[config.mk]
export PLATFORM = sky130hd
export DESIGN_NAME = id_hazard_ctrl_flat
export DESIGN_NICKNAME = d
export VERILOG_FILES = /design/src/rtl/id_hazard_ctrl_if.sv /design/src/rtl/id_hazard_ctrl.sv /design/src/flat_wrapper.sv
export SDC_FILE = /design/constraint.sdc
export NUM_CORES = 1
export LEC_CHECK = 0
export ABC_AREA = 1
export BUFFER_PORTS_ARGS = -buffer_cell sky130_fd_sc_hd__buf_2
export CAP_MARGIN = 20
export CELL_PAD_IN_SITES_DETAIL_PLACEMENT = 0
export CELL_PAD_IN_SITES_GLOBAL_PLACEMENT = 1
export CORE_ASPECT_RATIO = 1.5
export CORE_MARGIN = 8
export CORE_UTILIZATION = 30
export CTS_CLUSTER_SIZE = 12
export DETAILED_ROUTE_END_ITERATION = 12
export PLACE_DENSITY = 0.66
export SETUP_SLACK_MARGIN = 0.15
export SLEW_MARGIN = 25
export SYNTH_ARGS = -nofsm -noshare
export SYNTH_HDL_FRONTEND = slang
export SYNTH_SLANG_ARGS = --single-unit
[constraint.sdc]
create_clock -name clk -period 2 [get_ports clk]
set_input_delay 0.1 -clock clk [delete_from_list [all_inputs] [get_ports clk]]
set_output_delay 0.1 -clock clk [all_outputs]
set_load 0.05 [all_outputs]
[src/rtl/id_hazard_ctrl_if.sv]
// Hazard-control bundle between the ID stage and id_hazard_ctrl.
// The slave modport is the controller's view. The master modport is the
// view of the pipeline or bench that drives the ID-stage fields and
// consumes the stall/flush decisions.
interface id_hazard_ctrl_if #(
    parameter int CNT_W = 32
);
    logic [4:0]       Src1_ID;
    logic [4:0]       Src2_ID;
    logic             Src2_used_ID;
    logic             WB_EN_ID;
    logic [1:0]       MEM_CMD_ID;
    logic [4:0]       Dst_ID;
    logic             Br_taken;
    logic             Mem_wait;
    logic             Freeze;
    logic             Bubble;
    logic             Flush;
    logic             Hold_all;
    logic [CNT_W-1:0] Stall_cnt;
    logic [CNT_W-1:0] Flush_cnt;

    modport slave (
        input  Src1_ID, Src2_ID, Src2_used_ID, WB_EN_ID, MEM_CMD_ID, Dst_ID,
               Br_taken, Mem_wait,
        output Freeze, Bubble, Flush, Hold_all, Stall_cnt, Flush_cnt
    );

    modport master (
        output Src1_ID, Src2_ID, Src2_used_ID, WB_EN_ID, MEM_CMD_ID, Dst_ID,
               Br_taken, Mem_wait,
        input  Freeze, Bubble, Flush, Hold_all, Stall_cnt, Flush_cnt
    );
endinterface

[src/rtl/id_hazard_ctrl.sv]
// ID-stage hazard controller.
// A 3-entry scoreboard shadows the instructions in EXE, MEM and WB.
// From it the controller decides each cycle whether ID freezes and whether
// ID/EXE captures a bubble. It raises Flush on a taken branch and passes
// Mem_wait through as a whole-pipeline hold. Stall and flush events are
// counted for performance debug.
module id_hazard_ctrl #(
    parameter int FWD_EN    = 1,
    parameter int WB_BYPASS = 1,
    parameter int CNT_W     = 32
) (
    input  logic                     clk,
    input  logic                     rst,
    id_hazard_ctrl_if.slave          hz
);
    typedef struct packed {
        logic       valid;
        logic       wb_en;
        logic       is_load;
        logic [4:0] dst;
    } sb_entry_t;

    localparam sb_entry_t SB_EMPTY = '{valid: 1'b0, wb_en: 1'b0, is_load: 1'b0, dst: 5'd0};

    sb_entry_t        sb_exe_r;
    sb_entry_t        sb_mem_r;
    sb_entry_t        sb_wb_r;
    logic [CNT_W-1:0] stall_cnt_r;
    logic [CNT_W-1:0] flush_cnt_r;

    logic             exe_hit_s;
    logic             mem_hit_s;
    logic             wb_hit_s;
    logic             hazard_s;
    logic             freeze_s;
    logic             bubble_s;
    logic             flush_s;
    sb_entry_t        sb_exe_next_s;

    // A source hits an entry only if that entry will write it back.
    // Register 0 is hard-wired, so it can never hit.
    function automatic logic src_hit(input sb_entry_t e, input logic [4:0] src);
        return e.valid && e.wb_en && (e.dst == src) && (src != 5'd0);
    endfunction

    // An entry matches the ID instruction via Src1, or via Src2 when Src2 is read.
    function automatic logic entry_hit(input sb_entry_t e, input logic [4:0] s1,
                                       input logic [4:0] s2, input logic s2_used);
        return src_hit(e, s1) || (s2_used && src_hit(e, s2));
    endfunction

    assign exe_hit_s = entry_hit(sb_exe_r, hz.Src1_ID, hz.Src2_ID, hz.Src2_used_ID);
    assign mem_hit_s = entry_hit(sb_mem_r, hz.Src1_ID, hz.Src2_ID, hz.Src2_used_ID);
    assign wb_hit_s  = entry_hit(sb_wb_r,  hz.Src1_ID, hz.Src2_ID, hz.Src2_used_ID);

    // Raw hazard detection.
    // With forwarding, only a load still in EXE stalls.
    // Without forwarding, any in-flight writer stalls, except one in WB
    // when the register file writes in the first half-cycle.
    always_comb begin
        hazard_s = 1'b0;
        if (FWD_EN != 0) begin
            hazard_s = exe_hit_s && sb_exe_r.is_load;
        end else if (WB_BYPASS != 0) begin
            hazard_s = exe_hit_s || mem_hit_s;
        end else begin
            hazard_s = exe_hit_s || mem_hit_s || wb_hit_s;
        end
    end

    // Output priority: memory wait holds everything.
    // A taken branch then squashes ID, which makes any hazard irrelevant.
    always_comb begin
        freeze_s = 1'b0;
        bubble_s = 1'b0;
        flush_s  = 1'b0;
        if (hz.Mem_wait) begin
            freeze_s = 1'b0;
            bubble_s = 1'b0;
            flush_s  = 1'b0;
        end else if (hz.Br_taken) begin
            flush_s  = 1'b1;
        end else if (hazard_s) begin
            freeze_s = 1'b1;
            bubble_s = 1'b1;
        end else begin
            freeze_s = 1'b0;
            bubble_s = 1'b0;
            flush_s  = 1'b0;
        end
    end

    // The entry that ID/EXE will release into EXE: a NOP on bubble or
    // flush, otherwise the ID instruction's write-back view.
    always_comb begin
        sb_exe_next_s = SB_EMPTY;
        if (flush_s || bubble_s) begin
            sb_exe_next_s = SB_EMPTY;
        end else begin
            sb_exe_next_s.valid   = 1'b1;
            sb_exe_next_s.wb_en   = hz.WB_EN_ID;
            sb_exe_next_s.is_load = (hz.MEM_CMD_ID == 2'b01);
            sb_exe_next_s.dst     = hz.Dst_ID;
        end
    end

    // Scoreboard shift register. It follows the pipeline and freezes with it on Mem_wait.
    always_ff @(posedge clk) begin
        if (!rst) begin
            sb_exe_r <= SB_EMPTY;
            sb_mem_r <= SB_EMPTY;
            sb_wb_r  <= SB_EMPTY;
        end else if (hz.Mem_wait) begin
            sb_exe_r <= sb_exe_r;
            sb_mem_r <= sb_mem_r;
            sb_wb_r  <= sb_wb_r;
        end else begin
            sb_wb_r  <= sb_mem_r;
            sb_mem_r <= sb_exe_r;
            sb_exe_r <= sb_exe_next_s;
        end
    end

    // Free-running, wrapping event counters for hazard bubbles and flushes.
    always_ff @(posedge clk) begin
        if (!rst) begin
            stall_cnt_r <= '0;
            flush_cnt_r <= '0;
        end else if (hz.Mem_wait) begin
            stall_cnt_r <= stall_cnt_r;
            flush_cnt_r <= flush_cnt_r;
        end else begin
            if (bubble_s) begin
                stall_cnt_r <= stall_cnt_r + CNT_W'(1);
            end else begin
                stall_cnt_r <= stall_cnt_r;
            end
            if (flush_s) begin
                flush_cnt_r <= flush_cnt_r + CNT_W'(1);
            end else begin
                flush_cnt_r <= flush_cnt_r;
            end
        end
    end

    assign hz.Freeze    = freeze_s;
    assign hz.Bubble    = bubble_s;
    assign hz.Flush     = flush_s;
    assign hz.Hold_all  = hz.Mem_wait;
    assign hz.Stall_cnt = stall_cnt_r;
    assign hz.Flush_cnt = flush_cnt_r;
endmodule

[src/flat_wrapper.sv]
// flat-port wrapper written by rule: the top's interface ports become plain ports
module id_hazard_ctrl_flat 
#(
    parameter int FWD_EN    = 1,
    parameter int WB_BYPASS = 1,
    parameter int CNT_W     = 32
)
  (clk, rst, hz_Src1_ID, hz_Src2_ID, hz_Src2_used_ID, hz_WB_EN_ID, hz_MEM_CMD_ID, hz_Dst_ID, hz_Br_taken, hz_Mem_wait, hz_Freeze, hz_Bubble, hz_Flush, hz_Hold_all, hz_Stall_cnt, hz_Flush_cnt);
  id_hazard_ctrl_if #(.CNT_W(CNT_W)) hz_i ();
  input  logic clk;
  input  logic rst;
  input wire logic [$bits(hz_i.Src1_ID)-1:0] hz_Src1_ID;
  input wire logic [$bits(hz_i.Src2_ID)-1:0] hz_Src2_ID;
  input wire logic [$bits(hz_i.Src2_used_ID)-1:0] hz_Src2_used_ID;
  input wire logic [$bits(hz_i.WB_EN_ID)-1:0] hz_WB_EN_ID;
  input wire logic [$bits(hz_i.MEM_CMD_ID)-1:0] hz_MEM_CMD_ID;
  input wire logic [$bits(hz_i.Dst_ID)-1:0] hz_Dst_ID;
  input wire logic [$bits(hz_i.Br_taken)-1:0] hz_Br_taken;
  input wire logic [$bits(hz_i.Mem_wait)-1:0] hz_Mem_wait;
  output wire logic [$bits(hz_i.Freeze)-1:0] hz_Freeze;
  output wire logic [$bits(hz_i.Bubble)-1:0] hz_Bubble;
  output wire logic [$bits(hz_i.Flush)-1:0] hz_Flush;
  output wire logic [$bits(hz_i.Hold_all)-1:0] hz_Hold_all;
  output wire logic [$bits(hz_i.Stall_cnt)-1:0] hz_Stall_cnt;
  output wire logic [$bits(hz_i.Flush_cnt)-1:0] hz_Flush_cnt;
  assign hz_i.Src1_ID = hz_Src1_ID;
  assign hz_i.Src2_ID = hz_Src2_ID;
  assign hz_i.Src2_used_ID = hz_Src2_used_ID;
  assign hz_i.WB_EN_ID = hz_WB_EN_ID;
  assign hz_i.MEM_CMD_ID = hz_MEM_CMD_ID;
  assign hz_i.Dst_ID = hz_Dst_ID;
  assign hz_i.Br_taken = hz_Br_taken;
  assign hz_i.Mem_wait = hz_Mem_wait;
  assign hz_Freeze = hz_i.Freeze;
  assign hz_Bubble = hz_i.Bubble;
  assign hz_Flush = hz_i.Flush;
  assign hz_Hold_all = hz_i.Hold_all;
  assign hz_Stall_cnt = hz_i.Stall_cnt;
  assign hz_Flush_cnt = hz_i.Flush_cnt;
  id_hazard_ctrl #(.FWD_EN(FWD_EN), .WB_BYPASS(WB_BYPASS), .CNT_W(CNT_W)) u_core (.clk(clk), .rst(rst), .hz(hz_i));
endmodule
== After elaboration in Yosys (flattened, before gate mapping) ==
Index checks and enable logic that the tools add are counted.
W data, S select, Z words.

* Flip-flop bits (word level): 72
* Input port bits: 23

* $add $sub $neg: 2
* Eq/ne operators: 3
* Multiplexer cells: 6
* Bitwise logic cells: 1
* Reduce and logical (&&, ||, !) cells: 13

{| class="wikitable"
|+ Operators with widths
! kind !! number
|-
| $add A32 B1 Y32 const B || 2
|-
| $eq A5 B5 Y1 || 2
|-
| $reduce_bool A5 Y1 || 2
|-
| $mux W8 || 1
|-
| $logic_and A1 B1 Y1 || 7
|-
| $mux W1 || 5
|-
| $reduce_and A2 Y1 || 2
|-
| $eq A2 B1 Y1 const B || 1
|-
| $logic_or A1 B1 Y1 || 2
|-
| $not A1 Y1 || 1
|}

== Depth between registers and ports, before layout ==
* Word-level depth: 11
* Mapped depth: 13

== Worst setup path after synthesis ==
Ideal clock, no wire load.

* Kind: flip-flop to flip-flop
* Start: register u_core.stall_cnt_r[1], in the netlist u_core.hz.Stall_cnt[1]
* End: register u_core.stall_cnt_r[24], in the netlist u_core.hz.Stall_cnt[24]
* Arrival: 1.886 ns
* Data required time: 1.884 ns
* Path slack: -0.002 ns
* Stages on the path, launching flop included: 9
* Clock period less this slack: 2.002 ns
* Cells stage by stage: dfxtp_1 -> ha_1 -> nand3_2 -> nor2_2 -> nand3_1 -> nor3_1 -> nand4_1 -> o21ai_0 -> nor2_1

* Longest elaborated chain between the ends: 1

{| class="wikitable"
|+ Ends and longest elaborated chain
! item !! RTL line !! text
|-
| start: declaration || id_hazard_ctrl.sv:28 || <nowiki>logic [CNT_W-1:0] stall_cnt_r;</nowiki>
|-
| start signal: assignment || id_hazard_ctrl.sv:130 || <nowiki>stall_cnt_r <= stall_cnt_r;</nowiki>
|-
| start signal: assignment || id_hazard_ctrl.sv:134 || <nowiki>stall_cnt_r <= stall_cnt_r + CNT_W'(1);</nowiki>
|-
| start signal: assignment || id_hazard_ctrl.sv:136 || <nowiki>stall_cnt_r <= stall_cnt_r;</nowiki>
|-
| $add A32 B1 Y32 || id_hazard_ctrl.sv:134 ||
|}

No other way between the ends.
A chain may end at the register's enable or synchronous reset.

== Worst setup path in the final report ==
* Start: register u_core.sb_exe_r[2] in the netlist's numbering
* End: output port hz_Bubble

* Longest elaborated chain between the ends: 9

{| class="wikitable"
|+ Ends and longest elaborated chain
! item !! RTL line !! text
|-
| start: declaration || id_hazard_ctrl.sv:25 || <nowiki>sb_entry_t sb_exe_r;</nowiki>
|-
| start signal: assignment || id_hazard_ctrl.sv:114 || <nowiki>sb_exe_r <= sb_exe_r;</nowiki>
|-
| start signal: assignment || id_hazard_ctrl.sv:120 || <nowiki>sb_exe_r <= sb_exe_next_s;</nowiki>
|-
| $eq A5 B5 Y1 || id_hazard_ctrl.sv:43 || <nowiki>return e.valid && e.wb_en && (e.dst == src) && (src != 5'd0);</nowiki>
|-
| $logic_and A1 B1 Y1 (2 in a row) || id_hazard_ctrl.sv:43 ||
|-
| $logic_and A1 B1 Y1 || id_hazard_ctrl.sv:49 || <nowiki>return src_hit(e, s1) || (s2_used && src_hit(e, s2));</nowiki>
|-
| $logic_or A1 B1 Y1 (*) || id_hazard_ctrl.sv:49 ||
|-
| $logic_and A1 B1 Y1 (*) || id_hazard_ctrl.sv:63 || <nowiki>hazard_s = exe_hit_s && sb_exe_r.is_load;</nowiki>
|-
| $mux W1 (*) || id_hazard_ctrl.sv:83 || <nowiki>end else if (hazard_s) begin</nowiki>
|-
| $mux W1 (*) || id_hazard_ctrl.sv:81 || <nowiki>end else if (hz.Br_taken) begin</nowiki>
|-
| $mux W1 (*) || id_hazard_ctrl.sv:77 || <nowiki>if (hz.Mem_wait) begin</nowiki>
|-
| end: declaration || flat_wrapper.sv:21 || <nowiki>output wire logic [$bits(hz_i.Bubble)-1:0] hz_Bubble;</nowiki>
|}

Every way passes the cells marked *; elsewhere a longest branch is shown, timed or not.

==> impl_metrics.json <==
{
  "post_synth_inst_count": 691,
  "grt_start_max_net_pins": 27,
  "sequentialPowerShare_pct": 45.6,
  "gp_congestion": 0.883,
  "combPwrFrac_pct": 5.6,
  "diodes": 0,
  "tns_ps": 0,
  "cts-htree-levels": 3,
  "drive_gt1_share_pct": 22.8,
  "pwr_density_cell_nw_per_um2": 576,
  "power.switching_fraction_pct": 23.5,
  "crit_path_cell_trace": "xor2_1 > nor2_1 > nand3_2 > nand2_2 > nand3_2 > clkinvlp_4 > buf_6",
  "numClockSinks": 72,
  "unrepaired_setup_endpoints_after_global_routing": "yes",
  "r2r_end": "u_core.hz.Stall_cnt[1]$_SDFFE_PN0P_",
  "worstSetupEndpoint": "hz_Bubble",
  "design_area_um2": 5540,
  "postSynth.asyncResetShare_pct": 0,
  "worst_setup_path_start_kind": "register",
  "layout_commonest_cell": "sky130_fd_sc_hd__nand2_1",
  "drv_cap": 0,
  "worst-setup-path-type": "reg -> out",
  "synthDistinctLibCells": 42,
  "die_area_um2": 19000,
  "final_report_max_slew_violation_count": 0,
  "worstSetupPathDepth": 7,
  "drc": 0,
  "dominantRegCellSynth": "sky130_fd_sc_hd__dfxtp_1",
  "critical-path-top-delay-family": "simple AND/OR/NAND/NOR gates",
  "fp-row-count": 54,
  "layout_min_cycle_time_ps": 1750,
  "setup-violations-final": 0,
  "synth_top_area_cell": "sky130_fd_sc_hd__dfxtp_1",
  "root_driver": "sky130_fd_sc_hd__clkbuf_16",
  "synth.cell_area_um2": 4440,
  "critical_path.max_fanout": 4,
  "initial_core_util_pct": 30.5,
  "rrSetupSlack_ps": 300,
  "max-clock-path-buffers": 2,
  "drt_iter0_drc": 160,
  "syn-mean-instance-area_um2": 6.42,
  "layout-area-overhead-vs-synth_pct": 24.9,
  "worstMarginPinSlew_ps": 588,
  "synth_area_leaders": "sky130_fd_sc_hd__dfxtp_1, sky130_fd_sc_hd__nand2_1, sky130_fd_sc_hd__nor2_1",
  "routedWlPerCell_um": 14.5,
  "grt_antenna_before_repair": 0,
  "reg2reg_from": "u_core.sb_exe_r[0]$_SDFFE_PN0N_",
  "timing.critical_path.required_ps": 1900,
  "totalWireLength_um": 14400,
  "total_switching_power_mw": 0.749,
  "max_freq_mhz": 572,
  "power.internal_mw": 2.44,
  "peakVddDrop_v": 0.000276,
  "pin_count": 91,
  "seq_area_frac_synth_pct": 32.5,
  "vias_per_cell": 4.72,
  "grt_pass1_vias": 4671,
  "critical_path.max_stage_delay_ps": 330,
  "clk_transition_reported_paths_ps": 60,
  "slew_headroom_pct": 60.4,
  "number_of_detailed_route_iterations_in_the_first_pass": 5,
  "grt_first_pass_wirelength_um": 23100,
  "power_frac_clock_pct": 48.8,
  "portion_of_synthesized_cell_area_occupied_by_the_leading_cell_type_pct": 32.5,
  "bufs_and_invs_on_worst_path": 2,
  "floorplan.die.width_um": 115,
  "globalRouteOverflowTotal": 0,
  "finalCritPeriodShare_pct": 87.5,
  "total_power_mw": 3.19,
  "dpl-instance-area_um2": 5170,
  "synth.ff_latch_count": 72,
  "mostFrequentLayoutCells": "sky130_fd_sc_hd__nand2_1, sky130_fd_sc_hd__nor2_1, sky130_fd_sc_hd__buf_2",
  "run_status": "finished, final reports clean",
  "cts_hold_buf": 0,
  "dr_total_vias": 4703,
  "die_h_um": 165,
  "cts_tree": "built",
  "grt.total_usage_pct": 15.6,
  "finalHoldViolCount": 0,
  "port_buffers": 90,
  "cp_data_arrival_time_ps": 1650,
  "drt.antenna.violating_nets": 0,
  "postSynthNetCount": 716,
  "final.setup.worst_slack_ps": 251,
  "clk_latency_ps": 340,
  "clock_buffer_count_from_cts": 9,
  "setup.worst_path.end_class": "primary output",
  "final_layout_net_count": 820,
  "design.core.area_um2": 14500,
  "worst_path_max_delay_cell": "sky130_fd_sc_hd__dfxtp_2",
  "synth_warnings": 0,
  "timing.clock.skew_ps": 6.13,
  "critical-path-top-cell-by-count": "sky130_fd_sc_hd__nand3_2",
  "startpoint": "u_core.sb_exe_r[2]$_SDFFE_PN0N_",
  "ff2ff_path_depth": 11,
  "holdPathStages": 3,
  "synth-edff-count": 0,
  "static-leakage-power_nw": 2.18,
  "worst_hold_path_type": "in -> reg",
  "dp.final_hpwl_um": 11400,
  "dp_worst_setup_slack_ps": 167
}
[through the flow]
| step | instances | hold WS, ps | util [%] |
|---|---|---|---|
| after CTS | 993 | 20.4 | 37.7 |
| after floorplan | 691 | 263 | - |
| final | 996 | 17.8 | 38.1 |
| after global placement | 976 | 371 | 35.6 |
| after global routing | 996 | 12.4 | 38.1 |
| after detailed placement | 976 | 379 | 35.6 |
[worst register-to-register path, cell delays in order, from the launching register on]
cell and delay (ps):
sky130_fd_sc_hd__dfxtp_1 320, sky130_fd_sc_hd__inv_1 80, sky130_fd_sc_hd__o21ai_0 150, sky130_fd_sc_hd__nor2_1 70, sky130_fd_sc_hd__nand3_2 110, sky130_fd_sc_hd__nand2_2 90, sky130_fd_sc_hd__nand3_2 100, sky130_fd_sc_hd__clkinvlp_4 150
sky130_fd_sc_hd__buf_4 160, sky130_fd_sc_hd__buf_4 150, sky130_fd_sc_hd__o21ai_0 160, sky130_fd_sc_hd__nor2_1 50
[Yosys cell counts (2+ instances only)]
library cell / number
sky130_fd_sc_hd__nand2_1: 180
sky130_fd_sc_hd__nor2_1: 120
sky130_fd_sc_hd__dfxtp_1: 72
sky130_fd_sc_hd__inv_1: 70
sky130_fd_sc_hd__a21oi_1: 43
sky130_fd_sc_hd__nand4_1: 35
sky130_fd_sc_hd__nand3_1: 33
sky130_fd_sc_hd__o21ai_0: 20
sky130_fd_sc_hd__nor3_1: 14
sky130_fd_sc_hd__xor2_1: 14
sky130_fd_sc_hd__clkbuf_1: 8
sky130_fd_sc_hd__nand3_2: 8
sky130_fd_sc_hd__inv_2: 7
sky130_fd_sc_hd__xnor2_1: 7
sky130_fd_sc_hd__nand3b_1: 6
sky130_fd_sc_hd__o21bai_1: 6
sky130_fd_sc_hd__nor2_2: 5
sky130_fd_sc_hd__buf_2: 4
sky130_fd_sc_hd__buf_4: 4
sky130_fd_sc_hd__nor2_4: 4
sky130_fd_sc_hd__nand2_2: 3
sky130_fd_sc_hd__ha_1: 2
sky130_fd_sc_hd__nand2_4: 2
sky130_fd_sc_hd__nand3_4: 2
sky130_fd_sc_hd__nor3_2: 2
sky130_fd_sc_hd__nor3_4: 2
sky130_fd_sc_hd__nor3b_1: 2
sky130_fd_sc_hd__nor4_1: 2
[cell families (layout without fill, tap and decap cells)]
family / count (synthesis) / after routing / share of synthesized area (%)
buffers and inverters: 97 / 206 / 8.91
flip-flops: 72 / 72 / 32.5
adder cells (fa/ha/maj): 2 / 2 / 0.564
XOR/XNOR: 21 / 21 / 4.15
AO/OA/AOI/OAI: 76 / 76 / 9.28
AND/OR/NAND/NOR: 423 / 423 / 44.6
[what timing repair did]
action | CTS | global route
buffers inserted | 1 | 3
pin swaps | 0 | 3
gates resized for setup | 4 | 18
setup endpoints to repair | 2 | 13
hold endpoints to repair | 0 | 0
cloned | 0 | 0
[registers in the layout, summed over array words and instances (netlist names)]
name,flops
u_core.hz.Flush_cnt,32
u_core.sb_exe_r,8
u_core.hz.Stall_cnt,32
[metal layers]
| layer | GRT usage [%] | wire length, um |
|---|---|---|
| met5 | 0 | 0 |
| met4 | 6.90 | 337 |
| met1 | 15.3 | 5490 |
| met3 | 3.00 | 663 |
| met2 | 30.4 | 7950 |
[power by group through the flow]
stage                     Combinational, mW  Clock [mW]  Sequential (mW)
final                                 0.178        1.56             1.46
after global routing                  0.200        1.67             1.46
after CTS                             0.180        1.60             1.45
after detailed placement              0.180           0             1.49
after global placement                0.178           0             1.49
after floorplan                       0.102           0             1.49
[cell type report]
class | count | area (um2)
repair buffers | 112 | 632
multi-input cells | 522 | 2630
well taps | 196 | 245
fillers | 1604 | 8990
inverters | 78 | 297
clock inverters | 2 | 12.5
flip-flops and latches | 72 | 1450
clock buffers | 14 | 274
[worst min-delay path by stage]
| stage | start | end |
|---|---|---|
| global route | hz_Dst_ID[3] | u_core.sb_exe_r[3]$_SDFFE_PN0N_ |
| global placement | hz_Dst_ID[3] | u_core.sb_exe_r[3]$_SDFFE_PN0N_ |
| finish | hz_Dst_ID[3] | u_core.sb_exe_r[3]$_SDFFE_PN0N_ |
| CTS | hz_Dst_ID[2] | u_core.sb_exe_r[2]$_SDFFE_PN0N_ |
| detailed placement | hz_Dst_ID[2] | u_core.sb_exe_r[2]$_SDFFE_PN0N_ |
| floorplan | hz_Dst_ID[0] | u_core.sb_exe_r[0]$_SDFFE_PN0N_ |
(Power assumes the default switching activity.)
